### config.mk
export PLATFORM = sky130hd
export DESIGN_NAME = smg_capture
export DESIGN_NICKNAME = d
export VERILOG_FILES = /design/src/rtl/smg_pkg.sv /design/src/rtl/smg_seg_decode.sv /design/src/rtl/smg_capture.sv
export SDC_FILE = /design/constraint.sdc
export NUM_CORES = 1
export LEC_CHECK = 0
export BUFFER_PORTS_ARGS = -buffer_cell sky130_fd_sc_hd__buf_4
export CAP_MARGIN = 10
export CORE_MARGIN = 2
export CORE_UTILIZATION = 29
export CTS_CLUSTER_DIAMETER = 150
export CTS_CLUSTER_SIZE = 10
export DETAILED_ROUTE_END_ITERATION = 10
export PLACE_DENSITY_LB_ADDON = 0.05
export SYNTH_ARGS = -nofsm -noshare
export SYNTH_HDL_FRONTEND = slang
export SYNTH_SLANG_ARGS = --single-unit
### constraint.sdc
create_clock -name clk -period 2.9 [get_ports clk]
set_clock_uncertainty 0.05 [all_clocks]
set_input_delay 0.145 -clock clk [delete_from_list [all_inputs] [get_ports clk]]
set_output_delay 0.145 -clock clk [all_outputs]
set_load 0.05 [all_outputs]
### src/rtl/smg_pkg.sv
// smg_pkg: shared definitions for the seven-segment display path.
// Holds the active-low segment codes (bits [6:0] = g..a), the digit count,
// the code reported for an unrecognised pattern and the segment-to-digit decode.
package smg_pkg;

    localparam int unsigned NUM_DIGITS = 6;
    localparam logic [3:0]  DIGIT_UNKNOWN = 4'hF;

    // Active-low segment patterns, bit 6 = g ... bit 0 = a
    localparam logic [6:0] SEG_0 = 7'h40;
    localparam logic [6:0] SEG_1 = 7'h79;
    localparam logic [6:0] SEG_2 = 7'h24;
    localparam logic [6:0] SEG_3 = 7'h30;
    localparam logic [6:0] SEG_4 = 7'h19;
    localparam logic [6:0] SEG_5 = 7'h12;
    localparam logic [6:0] SEG_6 = 7'h02;
    localparam logic [6:0] SEG_7 = 7'h78;
    localparam logic [6:0] SEG_8 = 7'h00;
    localparam logic [6:0] SEG_9 = 7'h10;

    typedef struct packed {
        logic       valid;
        logic [3:0] digit;
    } seg_dec_t;

    function automatic seg_dec_t seg_to_digit(input logic [6:0] seg);
        seg_dec_t r;
        r.valid = 1'b1;
        r.digit = DIGIT_UNKNOWN;
        case (seg)
            SEG_0:   r.digit = 4'd0;
            SEG_1:   r.digit = 4'd1;
            SEG_2:   r.digit = 4'd2;
            SEG_3:   r.digit = 4'd3;
            SEG_4:   r.digit = 4'd4;
            SEG_5:   r.digit = 4'd5;
            SEG_6:   r.digit = 4'd6;
            SEG_7:   r.digit = 4'd7;
            SEG_8:   r.digit = 4'd8;
            SEG_9:   r.digit = 4'd9;
            default: r.valid = 1'b0;
        endcase
        return r;
    endfunction

endpackage

### src/rtl/smg_seg_decode.sv
// smg_seg_decode: combinational active-low segment pattern to digit decode.
// Ports:
//   seg   - active-low segments g..a
//   valid - 1 when seg is one of the ten digit patterns
//   digit - decoded value 0..9, or DIGIT_UNKNOWN when not valid
module smg_seg_decode
    import smg_pkg::*;
(
    input  logic [6:0] seg,
    output logic       valid,
    output logic [3:0] digit
);

    seg_dec_t dec;

    always_comb begin
        dec   = seg_to_digit(seg);
        valid = dec.valid;
        digit = dec.digit;
    end

endmodule

### src/rtl/smg_capture.sv
// smg_capture: receive side of the six-digit multiplexed seven-segment link.
// Samples the scan and segment buses, waits for a stable dwell, decodes each
// digit and publishes a 24-bit number once all six digits have been seen.
// Ports:
//   clk, rst     - clock, asynchronous active-high reset
//   Scan_Sig     - active-low one-hot digit select (bit0 -> Number_Out[3:0])
//   SMG_Data     - active-low segments, [6:0] = g..a, bit 7 (dp) ignored
//   Number_Out   - last complete frame, 4 bits per digit
//   frame_valid  - one-cycle pulse when Number_Out updates
//   frame_err    - set if any digit of the last frame had an unknown code
//   link_lost    - no capture within the last TIMEOUT cycles
module smg_capture
    import smg_pkg::*;
#(
    parameter int unsigned SETTLE  = 4,
    parameter int unsigned TIMEOUT = 200000
) (
    input  logic                      clk,
    input  logic                      rst,
    input  logic [NUM_DIGITS-1:0]     Scan_Sig,
    input  logic [7:0]                SMG_Data,
    output logic [4*NUM_DIGITS-1:0]   Number_Out,
    output logic                      frame_valid,
    output logic                      frame_err,
    output logic                      link_lost
);

    localparam int unsigned TW = $clog2(TIMEOUT + 1);

    logic                    unused_dp;
    logic [NUM_DIGITS-1:0]   s_scan_q, p_scan_q;
    logic [6:0]              s_seg_q, p_seg_q;
    logic [3:0]              cnt_q;
    logic [NUM_DIGITS-1:0]   seen_q;
    logic                    acc_q;
    logic [4*NUM_DIGITS-1:0] shadow_q, number_q;
    logic                    frame_valid_q, frame_err_q, link_lost_q;
    logic [TW-1:0]           tcnt_q;

    logic [NUM_DIGITS-1:0]   scan_n, seen_new;
    logic                    scan_ok, same, capture, frame_done;
    logic                    dec_valid;
    logic [3:0]              dec_digit;
    logic [4*NUM_DIGITS-1:0] shadow_merge;

    assign unused_dp = SMG_Data[7];

    smg_seg_decode u_dec (
        .seg   (s_seg_q),
        .valid (dec_valid),
        .digit (dec_digit)
    );

    always_comb begin
        scan_n  = ~s_scan_q;
        // exactly one selected digit: non-zero and a power of two
        scan_ok = (scan_n != '0) && ((scan_n & (scan_n - 1'b1)) == '0);
        same    = scan_ok && (s_scan_q == p_scan_q) && (s_seg_q == p_seg_q);
        // fires once per dwell; the counter saturates past SETTLE-1
        capture = same && (cnt_q == 4'(SETTLE - 1));

        seen_new   = seen_q | scan_n;
        frame_done = capture && (seen_new == '1);

        shadow_merge = shadow_q;
        for (int i = 0; i < NUM_DIGITS; i++) begin
            if (scan_n[i]) begin
                shadow_merge[4*i +: 4] = dec_digit;
            end
        end
    end

    always_ff @(posedge clk or posedge rst) begin
        if (rst) begin
            s_scan_q      <= '0;
            p_scan_q      <= '0;
            s_seg_q       <= '0;
            p_seg_q       <= '0;
            cnt_q         <= '0;
            seen_q        <= '0;
            acc_q         <= 1'b0;
            shadow_q      <= '0;
            number_q      <= '0;
            frame_valid_q <= 1'b0;
            frame_err_q   <= 1'b0;
            tcnt_q        <= '0;
            link_lost_q   <= 1'b1;
        end else begin
            s_scan_q <= Scan_Sig;
            s_seg_q  <= SMG_Data[6:0];
            p_scan_q <= s_scan_q;
            p_seg_q  <= s_seg_q;

            if (!same) begin
                cnt_q <= '0;
            end else if (cnt_q != 4'(SETTLE)) begin
                cnt_q <= cnt_q + 4'd1;
            end

            frame_valid_q <= frame_done;

            if (capture) begin
                shadow_q <= shadow_merge;
                if (frame_done) begin
                    number_q    <= shadow_merge;
                    frame_err_q <= acc_q | ~dec_valid;
                    seen_q      <= '0;
                    acc_q       <= 1'b0;
                end else begin
                    seen_q <= seen_new;
                    acc_q  <= acc_q | ~dec_valid;
                end
            end

            if (capture) begin
                tcnt_q <= '0;
            end else if (tcnt_q != TW'(TIMEOUT)) begin
                tcnt_q <= tcnt_q + 1'b1;
            end

            // a capture clears the flag on the very next cycle
            link_lost_q <= !capture && (tcnt_q == TW'(TIMEOUT));
        end
    end

    assign Number_Out  = number_q;
    assign frame_valid = frame_valid_q;
    assign frame_err   = frame_err_q;
    assign link_lost   = link_lost_q;

endmodule

Yosys cells after proc, flatten, opt, wreduce, memory -nomap -nowiden

Cells that the tools add are included.

Register bits: 106
Input bits: 16
Output and inout port bits: 27
Word-level logic and storage cells: 65

$add $sub $neg: 3
Equality and inequality tests: 17
Multiplexer cells: 14
Bitwise operators: 5
Reductions and logical operators: 13

Operators with widths:

| cell                                                               | count |
|---|---|
| 4-bit one-hot mux with 10 select lines                             | 1 |
| 18-bit two-way mux                                                 | 2 |
| 4-bit two-way mux                                                  | 8 |
| 7-bit by 5-bit == test with 1-bit output, second input constant    | 3 |
| 7-bit == test, second input constant                               | 3 |
| 18-bit by 1-bit adder with 18-bit output, second input constant    | 1 |
| 18-bit == test, second input constant                              | 1 |
| 18-bit != test, second input constant                              | 1 |
| 7-bit by 6-bit == test with 1-bit output, second input constant    | 2 |
| 10-bit OR reduction                                                | 1 |
| 7-bit by 2-bit == test with 1-bit output, second input constant    | 1 |
| 7-bit == test                                                      | 1 |
| 7-bit zero test                                                    | 1 |
| 6-bit bitwise AND                                                  | 1 |
| 6-bit == test                                                      | 1 |
| 6-bit == test, second input constant                               | 1 |
| 1-bit logical AND                                                  | 6 |
| 6-bit zero test                                                    | 1 |
| 6-bit two-way mux                                                  | 1 |
| 6-bit inverter                                                     | 1 |
| 6-bit bitwise OR                                                   | 1 |
| 6-bit nonzero test                                                 | 1 |
| 6-bit by 1-bit subtractor with 6-bit output, second input constant | 1 |
| 4-bit by 1-bit adder with 4-bit output, second input constant      | 1 |
| 9 further kinds                                                    | 10 |

Logic depth before layout (Yosys ltp)

Gate-level depths: netlist of the first run.

Word-level depth: 10
Depth in mapped cells: 9
Depth with buffers taken out: 7

Hierarchy

From an unflattened synthesis of the first run, not the netlist that was laid out.

Cells, all modules: 388
Area total of the unflattened synthesis: 4827.1 µm²

Modules (own cells, without submodules):

| module         | times used | cells an instance | area each (µm²) |
|---|---|---|---|
| smg_capture    | 1          | 361               | 4650.7 |
| smg_seg_decode | 1          | 27                | 176.4 |

Worst setup path after synthesis of the first run

Ideal clock, no wire load.

Path type: flip-flop to flip-flop
Start: register s_seg_q[6]
End: register shadow_q[11]
Data arrival time: 2.163 ns
Data required time: 2.725 ns
Slack: 0.563 ns
Cell stages (with the launch flop): 9
Buffers on the path: 2
Clock period less this slack: 2.337 ns
Cell sequence: dfrtp_1 buf_2 xor2_1 nor4_1 nand2_1 or4_1 buf_6 nor2_8 mux2_2

Longest elaborated chain between the ends: 3

Ends and longest elaborated chain:

| element                                                                     | line                                 | RTL |
|---|---|---|
| from (decl)                                                                 | smg_capture.sv:32                    | `logic [6:0] s_seg_q, p_seg_q;` |
| from (signal assigned)                                                      | smg_capture.sv:90                    | `s_seg_q <= SMG_Data[6:0];` |
| 7-bit by 5-bit == test with 1-bit output (tied with other cells)            | smg_pkg.sv:30                        | `case (seg)` |
| 4-bit one-hot mux with 10 select lines or 1-bit logical AND (tied branches) | smg_pkg.sv:30, smg_capture.sv:58     |  |
| 4-bit two-way mux or 1-bit logical AND (tied branches)                      | smg_capture.sv:67, smg_capture.sv:60 |  |
| to (signal assigned)                                                        | smg_capture.sv:103                   | `shadow_q <= shadow_merge;` |
| to (decl)                                                                   | smg_capture.sv:36                    | `logic [4*NUM_DIGITS-1:0] shadow_q, number_q;` |

Parallel ways exist; a longest one is shown, timed or not.
A chain may end at the register's enable or synchronous reset.

Worst setup path in the final report of the first run

Start: register s_seg_q[5]
End: register shadow_q[22]

The elaborated chain is that of the path after synthesis.

==> report_table.html, run 1 <==
<table>
<tr><th>Metric</th><th>Value</th></tr>
<tr><th colspan="2">Final layout</th></tr>
<tr><td>Net count reported at finish</td><td>roughly 500</td></tr>
<tr><td>Layout overhead on the synthesized area</td><td>22.95%</td></tr>
<tr><td>Storage element area</td><td>about 0.0027 mm2</td></tr>
<tr><td>Layout cells sized above 1</td><td>0.2227</td></tr>
<tr><td>Count of antenna diodes in the layout</td><td>0</td></tr>
<tr><td>Final core utilization</td><td>0.3654</td></tr>
<tr><td>Area of the multi-input gates</td><td>slightly below 0.002 mm2</td></tr>
<tr><td>Fill cell instance count of the final layout</td><td>between 1500 and 2000</td></tr>
<tr><th colspan="2">Die</th></tr>
<tr><td>Boundary Pins</td><td>43</td></tr>
<tr><td>Area inside the core boundary</td><td>about 0.016 mm2</td></tr>
<tr><td>Floorplan row count</td><td>46</td></tr>
<tr><td>Die extent in y</td><td>around 130 um</td></tr>
<tr><td>Initial cell density of the core</td><td>0.2972</td></tr>
<tr><td>Die footprint</td><td>between 0.015 and 0.02 mm2</td></tr>
<tr><td>Die Wd</td><td>131.8 um</td></tr>
<tr><th colspan="2">Power and ir drop</th></tr>
<tr><td>NetSw</td><td>slightly below 700 uW</td></tr>
<tr><td>Relative contribution of sequential cells to total power</td><td>0.503</td></tr>
<tr><td>Fraction of power consumed by combinational cells</td><td>0.058</td></tr>
<tr><td>Sw Ratio</td><td>0.2287</td></tr>
<tr><td>Leakage power of the design</td><td>around 2.7 nW</td></tr>
<tr><td>Clock group share of total power</td><td>0.439</td></tr>
<tr><td>Internal Power</td><td>2.322 mW</td></tr>
<tr><td>Total Power</td><td>approximately 3.0 mW</td></tr>
<tr><td>Power density relative to cell area</td><td>approximately 520 mW/mm2</td></tr>
<tr><td>Peak supply drop</td><td>262.8 uV</td></tr>
<tr><th colspan="2">Worst setup path</th></tr>
<tr><td>Endpoint of the worst-slack reg-to-reg timing path</td><td>shadow_q[22]</td></tr>
<tr><td>Kind of capture point of the worst setup path</td><td>flip-flop</td></tr>
<tr><td>Worst setup path startpoint</td><td>s_seg_q[5]</td></tr>
<tr><td>Required arrival time at the worst endpoint</td><td>approximately 3 ns</td></tr>
<tr><td>Capturing element of the worst setup path</td><td>shadow_q[22]</td></tr>
<tr><td>Register-to-Register Setup Slack</td><td>roughly 0.23 ns</td></tr>
<tr><td>Reg2Reg Launch Point</td><td>s_seg_q[5]</td></tr>
<tr><td>Crit path arrival time</td><td>2.86 ns</td></tr>
<tr><td>Kind of start point of the critical path</td><td>flip-flop</td></tr>
<tr><td>Worst r2r path cells</td><td>7</td></tr>
<tr><td>Startpoint-to-endpoint class of the critical path</td><td>reg -&gt; reg</td></tr>
<tr><td>Top fanout value on the critical path</td><td>9</td></tr>
<tr><th colspan="2">Placed design</th></tr>
<tr><td>Last weighted congestion value of the routability-driven placer</td><td>0.7357</td></tr>
<tr><td>Port Buf Inserts</td><td>between 40 and 50</td></tr>
<tr><td>Half-perimeter wire length after detailed placement</td><td>just over 7 mm</td></tr>
<tr><th colspan="2">Timing</th></tr>
<tr><td>Minimum clock period</td><td>2.672 ns</td></tr>
<tr><td>Fin Setup TNS</td><td>0 ns</td></tr>
<tr><td>Highest attainable clock frequency</td><td>374.3 MHz</td></tr>
<tr><td>Final Hold Violating Endpoints</td><td>0</td></tr>
<tr><td>Tightest Pin Transition</td><td>0.6849 ns</td></tr>
<tr><td>Count of endpoints failing setup in the final report</td><td>0</td></tr>
<tr><td>Setup repair after global routing missed its margin</td><td>false</td></tr>
<tr><td>Post-route clock period utilization</td><td>0.9212</td></tr>
<tr><td>Final Max Tran Viols</td><td>0</td></tr>
<tr><td>Slew HR</td><td>0.5434</td></tr>
<tr><th colspan="2">Yosys</th></tr>
<tr><td>Total of warnings raised by yosys</td><td>0</td></tr>
<tr><td>Mapped Cells</td><td>around 420</td></tr>
<tr><td>Avg Cell Area, Syn</td><td>11.31 um2</td></tr>
<tr><td>Fraction of synthesis flops using an asynchronous set or reset pin</td><td>1.000</td></tr>
<tr><td>Top-count cell post-synth</td><td>sky130_fd_sc_hd__dfrtp_1</td></tr>
<tr><td>Dominant cell type by area after synthesis</td><td>sky130_fd_sc_hd__dfrtp_1</td></tr>
<tr><td>Yosys top cell area share</td><td>0.5545</td></tr>
<tr><td>Share of synthesized area occupied by flip-flops and latches</td><td>0.5601</td></tr>
<tr><td>Top cells by area in the synthesized netlist</td><td>sky130_fd_sc_hd__dfrtp_1, sky130_fd_sc_hd__mux2_2, sky130_fd_sc_hd__mux2i_1, sky130_fd_sc_hd__nand2_1, sky130_fd_sc_hd__xor2_1</td></tr>
<tr><td>#FFs+latches synth</td><td>between 100 and 150</td></tr>
<tr><td>Unique masters post-synth</td><td>48</td></tr>
<tr><td>Most frequent cells after synthesis</td><td>sky130_fd_sc_hd__dfrtp_1, sky130_fd_sc_hd__nand2_1, sky130_fd_sc_hd__nor2_1</td></tr>
<tr><td>Post-Syn Area</td><td>~0.0047 mm2</td></tr>
<tr><td>Flip-flop cell with the highest count after synthesis</td><td>sky130_fd_sc_hd__dfrtp_1</td></tr>
<tr><td>Synthesized Nets</td><td>roughly 440</td></tr>
<tr><td>Number of enable flip-flop cells after synthesis</td><td>0</td></tr>
<tr><th colspan="2">Clock tree</th></tr>
<tr><td>Clock slew seen by the registers of the worst setup and hold paths</td><td>around 0.070 ns</td></tr>
<tr><td>TritonCTS clock tree</td><td>yes</td></tr>
<tr><td>Clock latency reported for the late side of the worst-skew pair</td><td>approximately 0.35 ns</td></tr>
<tr><td>CTS resizes</td><td>0</td></tr>
<tr><td>Post-CTS Repair Setup Buffers</td><td>0</td></tr>
<tr><td>Clock sink count</td><td>around 110</td></tr>
<tr><td>Clock tree buffer depth</td><td>2</td></tr>
<tr><td>Library cell used as clock root buffer</td><td>sky130_fd_sc_hd__clkbuf_16</td></tr>
<tr><td>Cts bufs inserted</td><td>9</td></tr>
<tr><td>CTS HTree Levels</td><td>3</td></tr>
<tr><th colspan="2">Global route</th></tr>
<tr><td>Number of global-route vias before repair</td><td>3277</td></tr>
<tr><td>Number of antenna violations at the first check in global routing</td><td>0</td></tr>
<tr><td>GRT busiest layer</td><td>met2</td></tr>
<tr><td>Remaining Overflow, GRT</td><td>0</td></tr>
<tr><td>First-pass GRT wire length</td><td>approximately 18 mm</td></tr>
<tr><td>Met3 global-route usage</td><td>0.03806</td></tr>
<tr><td>Pin count of the biggest net entering global routing</td><td>59</td></tr>
<tr><td>Global Route met2 Usage</td><td>0.2062</td></tr>
<tr><td>Total Routing Usage GR</td><td>0.1314</td></tr>
<tr><td>Met1 track demand over resource in global routing</td><td>0.1760</td></tr>
<tr><th colspan="2">Route</th></tr>
<tr><td>Number of iterations in the first detailed-routing pass</td><td>4</td></tr>
<tr><td>DRC violations left</td><td>0</td></tr>
<tr><td>Detailed Route WL</td><td>10.61 mm</td></tr>
<tr><td>Number of violations reported at the end of detailed-routing iteration 0</td><td>136</td></tr>
<tr><td>Vias per cell</td><td>roughly 4.5</td></tr>
<tr><td>Total vias in the final route</td><td>between 3000 and 4000</td></tr>
<tr><td>Antenna violation net count after detailed routing</td><td>0</td></tr>
<tr><td>Average wire length per cell after detail routing</td><td>between 15 and 20 um</td></tr>
<tr><th colspan="2">Outcome</th></tr>
<tr><td>Result of the run</td><td>completed</td></tr>
<tr><th colspan="2">Hold path</th></tr>
<tr><td>Min-Delay Path Class</td><td>in -&gt; async</td></tr>
<tr><th colspan="2">Job</th></tr>
<tr><td>Max-cap violations</td><td>0</td></tr>
</table>
[metrics by stage]
step	area [um2]	worst slack (ns)	cells	hold slack [ns]
finish	5826	0.2284	701	0.3033
global route	5826	0.04733	701	0.3314
CTS	5826	0.2045	701	0.2974
global placement	5368	0.2615	672	0.1168
detailed placement	5368	0.2298	672	0.1194
floorplan	4742	0.5628	419	0.1264
[sequential cells by signal (all words and copies together), names as in the netlist]
| register | cells |
|---|---|
| tcnt_q | 18 |
| frame_valid | 1 |
| s_seg_q | 7 |
| shadow_q | 24 |
| acc_q | 1 |
| p_seg_q | 7 |
| p_scan_q | 6 |
| s_scan_q | 6 |
| link_lost | 1 |
| seen_q | 6 |
| Number_Out | 24 |
| frame_err | 1 |
| cnt_q | 4 |
[area by class of cell]
type                            instances  share of cell area
Clock buffer                            9             0.03866
Clock inverter                          6             0.01589
Inverter                               15             0.01031
Multi-Input combinational cell        277              0.3301
Sequential cell                       106              0.4555
Tap cell                              216             0.04639
Timing Repair Buffer                   72              0.1031
[per-layer routing]
| layer | part of all wire | wire, um |
|---|---|---|
| met4 | 0.012 | 122 |
| met2 | 0.46 | 4868 |
| met3 | 0.036 | 382 |
| met5 | 0 | 0 |
| met1 | 0.49 | 5236 |
[cell usage in the layout (no fill, tap or decap), types with 3 or more instances in the layout]
master / instances
sky130_fd_sc_hd__and3_1: 3
sky130_fd_sc_hd__nand2b_1: 3
sky130_fd_sc_hd__and2_1: 3
sky130_fd_sc_hd__clkinvlp_4: 3
sky130_fd_sc_hd__mux2_1: 9
sky130_fd_sc_hd__nand3b_1: 4
sky130_fd_sc_hd__nor4_1: 5
sky130_fd_sc_hd__clkbuf_16: 9
sky130_fd_sc_hd__nand3_1: 11
sky130_fd_sc_hd__nor3_1: 10
sky130_fd_sc_hd__nor2_1: 33
sky130_fd_sc_hd__ha_1: 4
sky130_fd_sc_hd__xnor2_1: 11
sky130_fd_sc_hd__nand4_1: 5
sky130_fd_sc_hd__buf_4: 56
sky130_fd_sc_hd__inv_1: 13
sky130_fd_sc_hd__nor2b_1: 4
sky130_fd_sc_hd__nand2_1: 40
sky130_fd_sc_hd__dlygate4sd3_1: 14
sky130_fd_sc_hd__a21oi_1: 14
sky130_fd_sc_hd__mux2_2: 21
sky130_fd_sc_hd__o21ai_0: 16
sky130_fd_sc_hd__dfrtp_1: 105
sky130_fd_sc_hd__nand4b_1: 3
sky130_fd_sc_hd__o21ai_1: 13
sky130_fd_sc_hd__nor2_8: 6
sky130_fd_sc_hd__xor2_1: 17
sky130_fd_sc_hd__o21a_1: 6
sky130_fd_sc_hd__mux2i_1: 15
[how the worst min path moves through the flow]
stage / slack [ns] / endpoint / startpoint / cells after the start
after floorplan: 0.13 / s_scan_q[0] / Scan_Sig[0] / 0
after global placement: 0.12 / s_scan_q[0] / rst / 2
after detailed placement: 0.12 / s_scan_q[0] / rst / 2
after CTS: 0.30 / tcnt_q[2] / rst / 3
after global routing: 0.33 / tcnt_q[3] / rst / 3
final: 0.30 / tcnt_q[3] / rst / 3
[power groups by stage]
stage	sequential, mW	combinational, mW	clock (mW)
floorplan	1.54	0.106	0
global placement	1.54	0.165	0
detailed placement	1.54	0.166	0
CTS	1.51	0.182	1.38
global route	1.52	0.195	1.44
finish	1.52	0.174	1.32
[worst max-delay path: stages, from the launching register on]
cell	delay, ns
sky130_fd_sc_hd__dfrtp_1	0.50
sky130_fd_sc_hd__xor2_1	0.21
sky130_fd_sc_hd__nor4_1	0.33
sky130_fd_sc_hd__nand2_1	0.20
sky130_fd_sc_hd__or4_1	0.50
sky130_fd_sc_hd__buf_4	0.25
sky130_fd_sc_hd__nor2_8	0.17
sky130_fd_sc_hd__mux2_2	0.34
[logic make-up after synthesis]
group,share of synthesized area
flops,0.5601
simple gates,0.1672
fa+ha+maj,0.01056
compound gates,0.07341
xor+xnor,0.05175
mux,0.1030
buf+inv,0.03406
[timing repair]
| action | CTS | global route |
|---|---|---|
| hold endpoints to repair | 27 | 0 |
| setup endpoints to repair | 0 | 0 |
| hold buffers | 14 | 0 |
(Power assumes the default switching activity.)
==> inputs of run 2 (changes only) <==
--- a/config.mk
+++ b/config.mk
@@ -13,6 +13,7 @@
 export CTS_CLUSTER_SIZE = 10
 export DETAILED_ROUTE_END_ITERATION = 10
 export PLACE_DENSITY_LB_ADDON = 0.05
+export REMOVE_ABC_BUFFERS = 1
 export SYNTH_ARGS = -nofsm -noshare
 export SYNTH_HDL_FRONTEND = slang
 export SYNTH_SLANG_ARGS = --single-unit
==> report_table.html, run 2 (synthesis gave the netlist of run 1 again) <==
<table>
<tr><th>Metric</th><th>Value</th></tr>
<tr><th colspan="2">Die</th></tr>
<tr><td>Floorplan row count</td><td>46 (unchanged)</td></tr>
<tr><td>Die Wd</td><td>131.8 um (unchanged)</td></tr>
<tr><td>Die footprint</td><td>0.01738 mm2 (unchanged)</td></tr>
<tr><td>Initial cell density of the core</td><td>0.2972 (unchanged)</td></tr>
<tr><td>Area inside the core boundary</td><td>0.01594 mm2 (unchanged)</td></tr>
<tr><td>Die extent in y</td><td>131.8 um (unchanged)</td></tr>
<tr><td>Boundary Pins</td><td>43 (unchanged)</td></tr>
<tr><th colspan="2">Power and ir drop</th></tr>
<tr><td>Relative contribution of sequential cells to total power</td><td>0.509 (was 0.503)</td></tr>
<tr><td>Peak supply drop</td><td>296.1 uV (was 262.8 uV)</td></tr>
<tr><td>Leakage power of the design</td><td>2.748 nW (was 2.738 nW)</td></tr>
<tr><td>Clock group share of total power</td><td>0.431 (was 0.439)</td></tr>
<tr><td>Sw Ratio</td><td>0.2358 (was 0.2287)</td></tr>
<tr><td>Internal Power</td><td>2.271 mW (was 2.322 mW)</td></tr>
<tr><td>Fraction of power consumed by combinational cells</td><td>0.060 (was 0.058)</td></tr>
<tr><td>Power density relative to cell area</td><td>510.0 mW/mm2 (was 516.7 mW/mm2)</td></tr>
<tr><td>NetSw</td><td>700.8 uW (was 688.3 uW)</td></tr>
<tr><th colspan="2">Placed design</th></tr>
<tr><td>Half-perimeter wire length after detailed placement</td><td>7.277 mm (was 7.135 mm)</td></tr>
<tr><td>Last weighted congestion value of the routability-driven placer</td><td>0.7154 (was 0.7357)</td></tr>
<tr><td>Area of placed instances</td><td>0.005376 mm2 (was 0.005368 mm2)</td></tr>
<tr><td>Port Buf Inserts</td><td>41 (unchanged)</td></tr>
<tr><td>Placed cells</td><td>675 (was 672)</td></tr>
<tr><td>Post-placement setup slack</td><td>0.1688 ns (was 0.2298 ns)</td></tr>
<tr><th colspan="2">Timing</th></tr>
<tr><td>Tightest Pin Transition</td><td>0.8505 ns (was 0.6849 ns)</td></tr>
<tr><td>Fin Setup TNS</td><td>0 ns (unchanged)</td></tr>
<tr><td>Final Hold Violating Endpoints</td><td>0 (unchanged)</td></tr>
<tr><td>Count of endpoints failing setup in the final report</td><td>0 (unchanged)</td></tr>
<tr><td>Setup repair after global routing missed its margin</td><td>false (unchanged)</td></tr>
<tr><td>Final Max Tran Viols</td><td>0 (unchanged)</td></tr>
<tr><td>Post-route clock period utilization</td><td>0.9175 (was 0.9212)</td></tr>
<tr><td>Highest attainable clock frequency</td><td>375.8 MHz (was 374.3 MHz)</td></tr>
<tr><td>Slew HR</td><td>0.4330 (was 0.5434)</td></tr>
<tr><td>Minimum clock period</td><td>2.661 ns (was 2.672 ns)</td></tr>
<tr><td>Final setup slack of the worst path</td><td>0.2393 ns (was 0.2284 ns)</td></tr>
<tr><th colspan="2">Final layout</th></tr>
<tr><td>Layout cells sized above 1</td><td>0.2290 (was 0.2227)</td></tr>
<tr><td>Post-route cell area</td><td>0.005827 mm2 (was 0.005826 mm2)</td></tr>
<tr><td>Count of antenna diodes in the layout</td><td>0 (unchanged)</td></tr>
<tr><td>Net count reported at finish</td><td>504 (was 501)</td></tr>
<tr><td>Layout overhead on the synthesized area</td><td>22.97% (was 22.95%)</td></tr>
<tr><td>Most common cell after layout, fill and taps aside</td><td>sky130_fd_sc_hd__dfrtp_1 (unchanged)</td></tr>
<tr><td>Fill cell instance count of the final layout</td><td>1644 (was 1583)</td></tr>
<tr><td>Top library cells by usage in the layout, fill and taps aside</td><td>sky130_fd_sc_hd__dfrtp_1, sky130_fd_sc_hd__buf_4, sky130_fd_sc_hd__nand2_1 (unchanged)</td></tr>
<tr><td>Final std cells w/o fill</td><td>705 (was 701)</td></tr>
<tr><th colspan="2">Worst setup path</th></tr>
<tr><td>Startpoint-to-endpoint class of the critical path</td><td>reg -&gt; reg (unchanged)</td></tr>
<tr><td>Kind of start point of the critical path</td><td>flip-flop (unchanged)</td></tr>
<tr><td>Kind of capture point of the worst setup path</td><td>flip-flop (unchanged)</td></tr>
<tr><td>Top fanout value on the critical path</td><td>9 (unchanged)</td></tr>
<tr><td>Register-to-Register Setup Slack</td><td>0.24 ns (was 0.23 ns)</td></tr>
<tr><td>Required arrival time at the worst endpoint</td><td>3.08 ns (was 3.09 ns)</td></tr>
<tr><td>Crit path arrival time</td><td>2.85 ns (was 2.86 ns)</td></tr>
<tr><th colspan="2">Clock tree</th></tr>
<tr><td>Count of hold buffers inserted by post-cts repair</td><td>14 (unchanged)</td></tr>
<tr><td>CTS HTree Levels</td><td>3 (unchanged)</td></tr>
<tr><td>Post-CTS Repair Setup Buffers</td><td>0 (unchanged)</td></tr>
<tr><td>Clock latency reported for the late side of the worst-skew pair</td><td>0.35 ns (about the same)</td></tr>
<tr><td>Cts bufs inserted</td><td>9 (unchanged)</td></tr>
<tr><td>Library cell used as clock root buffer</td><td>sky130_fd_sc_hd__clkbuf_16 (unchanged)</td></tr>
<tr><td>Clock slew seen by the registers of the worst setup and hold paths</td><td>0.08 ns (was 0.07 ns)</td></tr>
<tr><td>Clock tree buffer depth</td><td>2 (unchanged)</td></tr>
<tr><td>Clock sink count</td><td>106 (unchanged)</td></tr>
<tr><td>CTS resizes</td><td>0 (unchanged)</td></tr>
<tr><td>TritonCTS clock tree</td><td>yes (unchanged)</td></tr>
<tr><th colspan="2">Global route</th></tr>
<tr><td>Met3 global-route usage</td><td>0.03768 (was 0.03806)</td></tr>
<tr><td>Number of global-route vias before repair</td><td>3391 (was 3277)</td></tr>
<tr><td>Remaining Overflow, GRT</td><td>0 (unchanged)</td></tr>
<tr><td>Met1 track demand over resource in global routing</td><td>0.1801 (was 0.1760)</td></tr>
<tr><td>GRT busiest layer</td><td>met2 (unchanged)</td></tr>
<tr><td>Global Route met2 Usage</td><td>0.2152 (was 0.2062)</td></tr>
<tr><td>Number of antenna violations at the first check in global routing</td><td>0 (unchanged)</td></tr>
<tr><td>First-pass GRT wire length</td><td>18.23 mm (was 17.84 mm)</td></tr>
<tr><td>Total Routing Usage GR</td><td>0.1339 (was 0.1314)</td></tr>
<tr><td>Pin count of the biggest net entering global routing</td><td>57 (was 59)</td></tr>
<tr><th colspan="2">Route</th></tr>
<tr><td>Detailed Route WL</td><td>10.76 mm (was 10.61 mm)</td></tr>
<tr><td>Number of iterations in the first detailed-routing pass</td><td>4 (unchanged)</td></tr>
<tr><td>DRC violations left</td><td>0 (unchanged)</td></tr>
<tr><td>Vias per cell</td><td>4.538 (was 4.529)</td></tr>
<tr><td>Average wire length per cell after detail routing</td><td>15.26 um (was 15.13 um)</td></tr>
<tr><td>Antenna violation net count after detailed routing</td><td>0 (unchanged)</td></tr>
<tr><td>Total vias in the final route</td><td>3199 (was 3175)</td></tr>
<tr><td>Number of violations reported at the end of detailed-routing iteration 0</td><td>127 (was 136)</td></tr>
<tr><th colspan="2">Hold path</th></tr>
<tr><td>Min-Delay Path Class</td><td>in -&gt; reg (was in -&gt; async)</td></tr>
<tr><th colspan="2">Outcome</th></tr>
<tr><td>Result of the run</td><td>completed (unchanged)</td></tr>
<tr><th colspan="2">Job</th></tr>
<tr><td>Max-cap violations</td><td>0 (unchanged)</td></tr>
</table>
-- run 2: worst max-delay path, stage by stage (launching register included) --
cell and delay, ns:
sky130_fd_sc_hd__dfrtp_1 0.49, sky130_fd_sc_hd__xor2_1 0.20, sky130_fd_sc_hd__nor4_1 0.36, sky130_fd_sc_hd__nand2_1 0.20
sky130_fd_sc_hd__or4_1 0.51, sky130_fd_sc_hd__buf_4 0.26, sky130_fd_sc_hd__nor2_8 0.15, sky130_fd_sc_hd__mux2_2 0.34
-- run 2: power by group through the flow --
stage	clock, mW	combinational (mW)	sequential (mW)
2_1_floorplan	0	0.0771	1.55
3_3_place_gp	0	0.167	1.54
3_5_place_dp	0	0.168	1.54
4_1_cts	1.34	0.184	1.51
5_1_grt	1.40	0.200	1.52
6_report	1.28	0.177	1.51
-- run 2: through the flow --
stage / hold slack, ns / power (mW) / util
3_3_place_gp: 0.2051 / 1.710 / 0.3372
2_1_floorplan: 0.1264 / 1.632 / -
3_5_place_dp: 0.2053 / 1.711 / 0.3372
6_report: 0.3838 / 2.972 / 0.3655
5_1_grt: 0.3743 / 3.115 / 0.3655
4_1_cts: 0.3630 / 3.034 / 0.3655
-- run 2: path summary, 6_finish.rpt --
check	start	to	depth (start not counted)
worst max-delay path	s_seg_q[3]	shadow_q[5]	7
worst min-delay path	Scan_Sig[3]	s_scan_q[3]	2
worst max register to register	s_seg_q[3]	shadow_q[5]	7
worst min register to register	Number_Out[23]	Number_Out[23]	2
max in group asynchronous	rst	link_lost	4
min in group asynchronous	rst	tcnt_q[12]	3
-- run 2: routing by layer --
layer,wire length (um),vias to the layer above
li1,-,1570
met1,5268,1574
met2,5044,50
met3,345,5
met4,97,0
met5,0,-
-- run 2: cell type report --
class	instances	area, um2	area share
multi-input cells	277	1923	0.3300
flip-flops and latches	106	2654	0.4554
clock inverters	6	71.32	0.01224
repair buffers	75	610.6	0.1048
inverters	15	58.81	0.01009
well taps	216	270.3	0.04638
clock buffers	10	239.0	0.04101
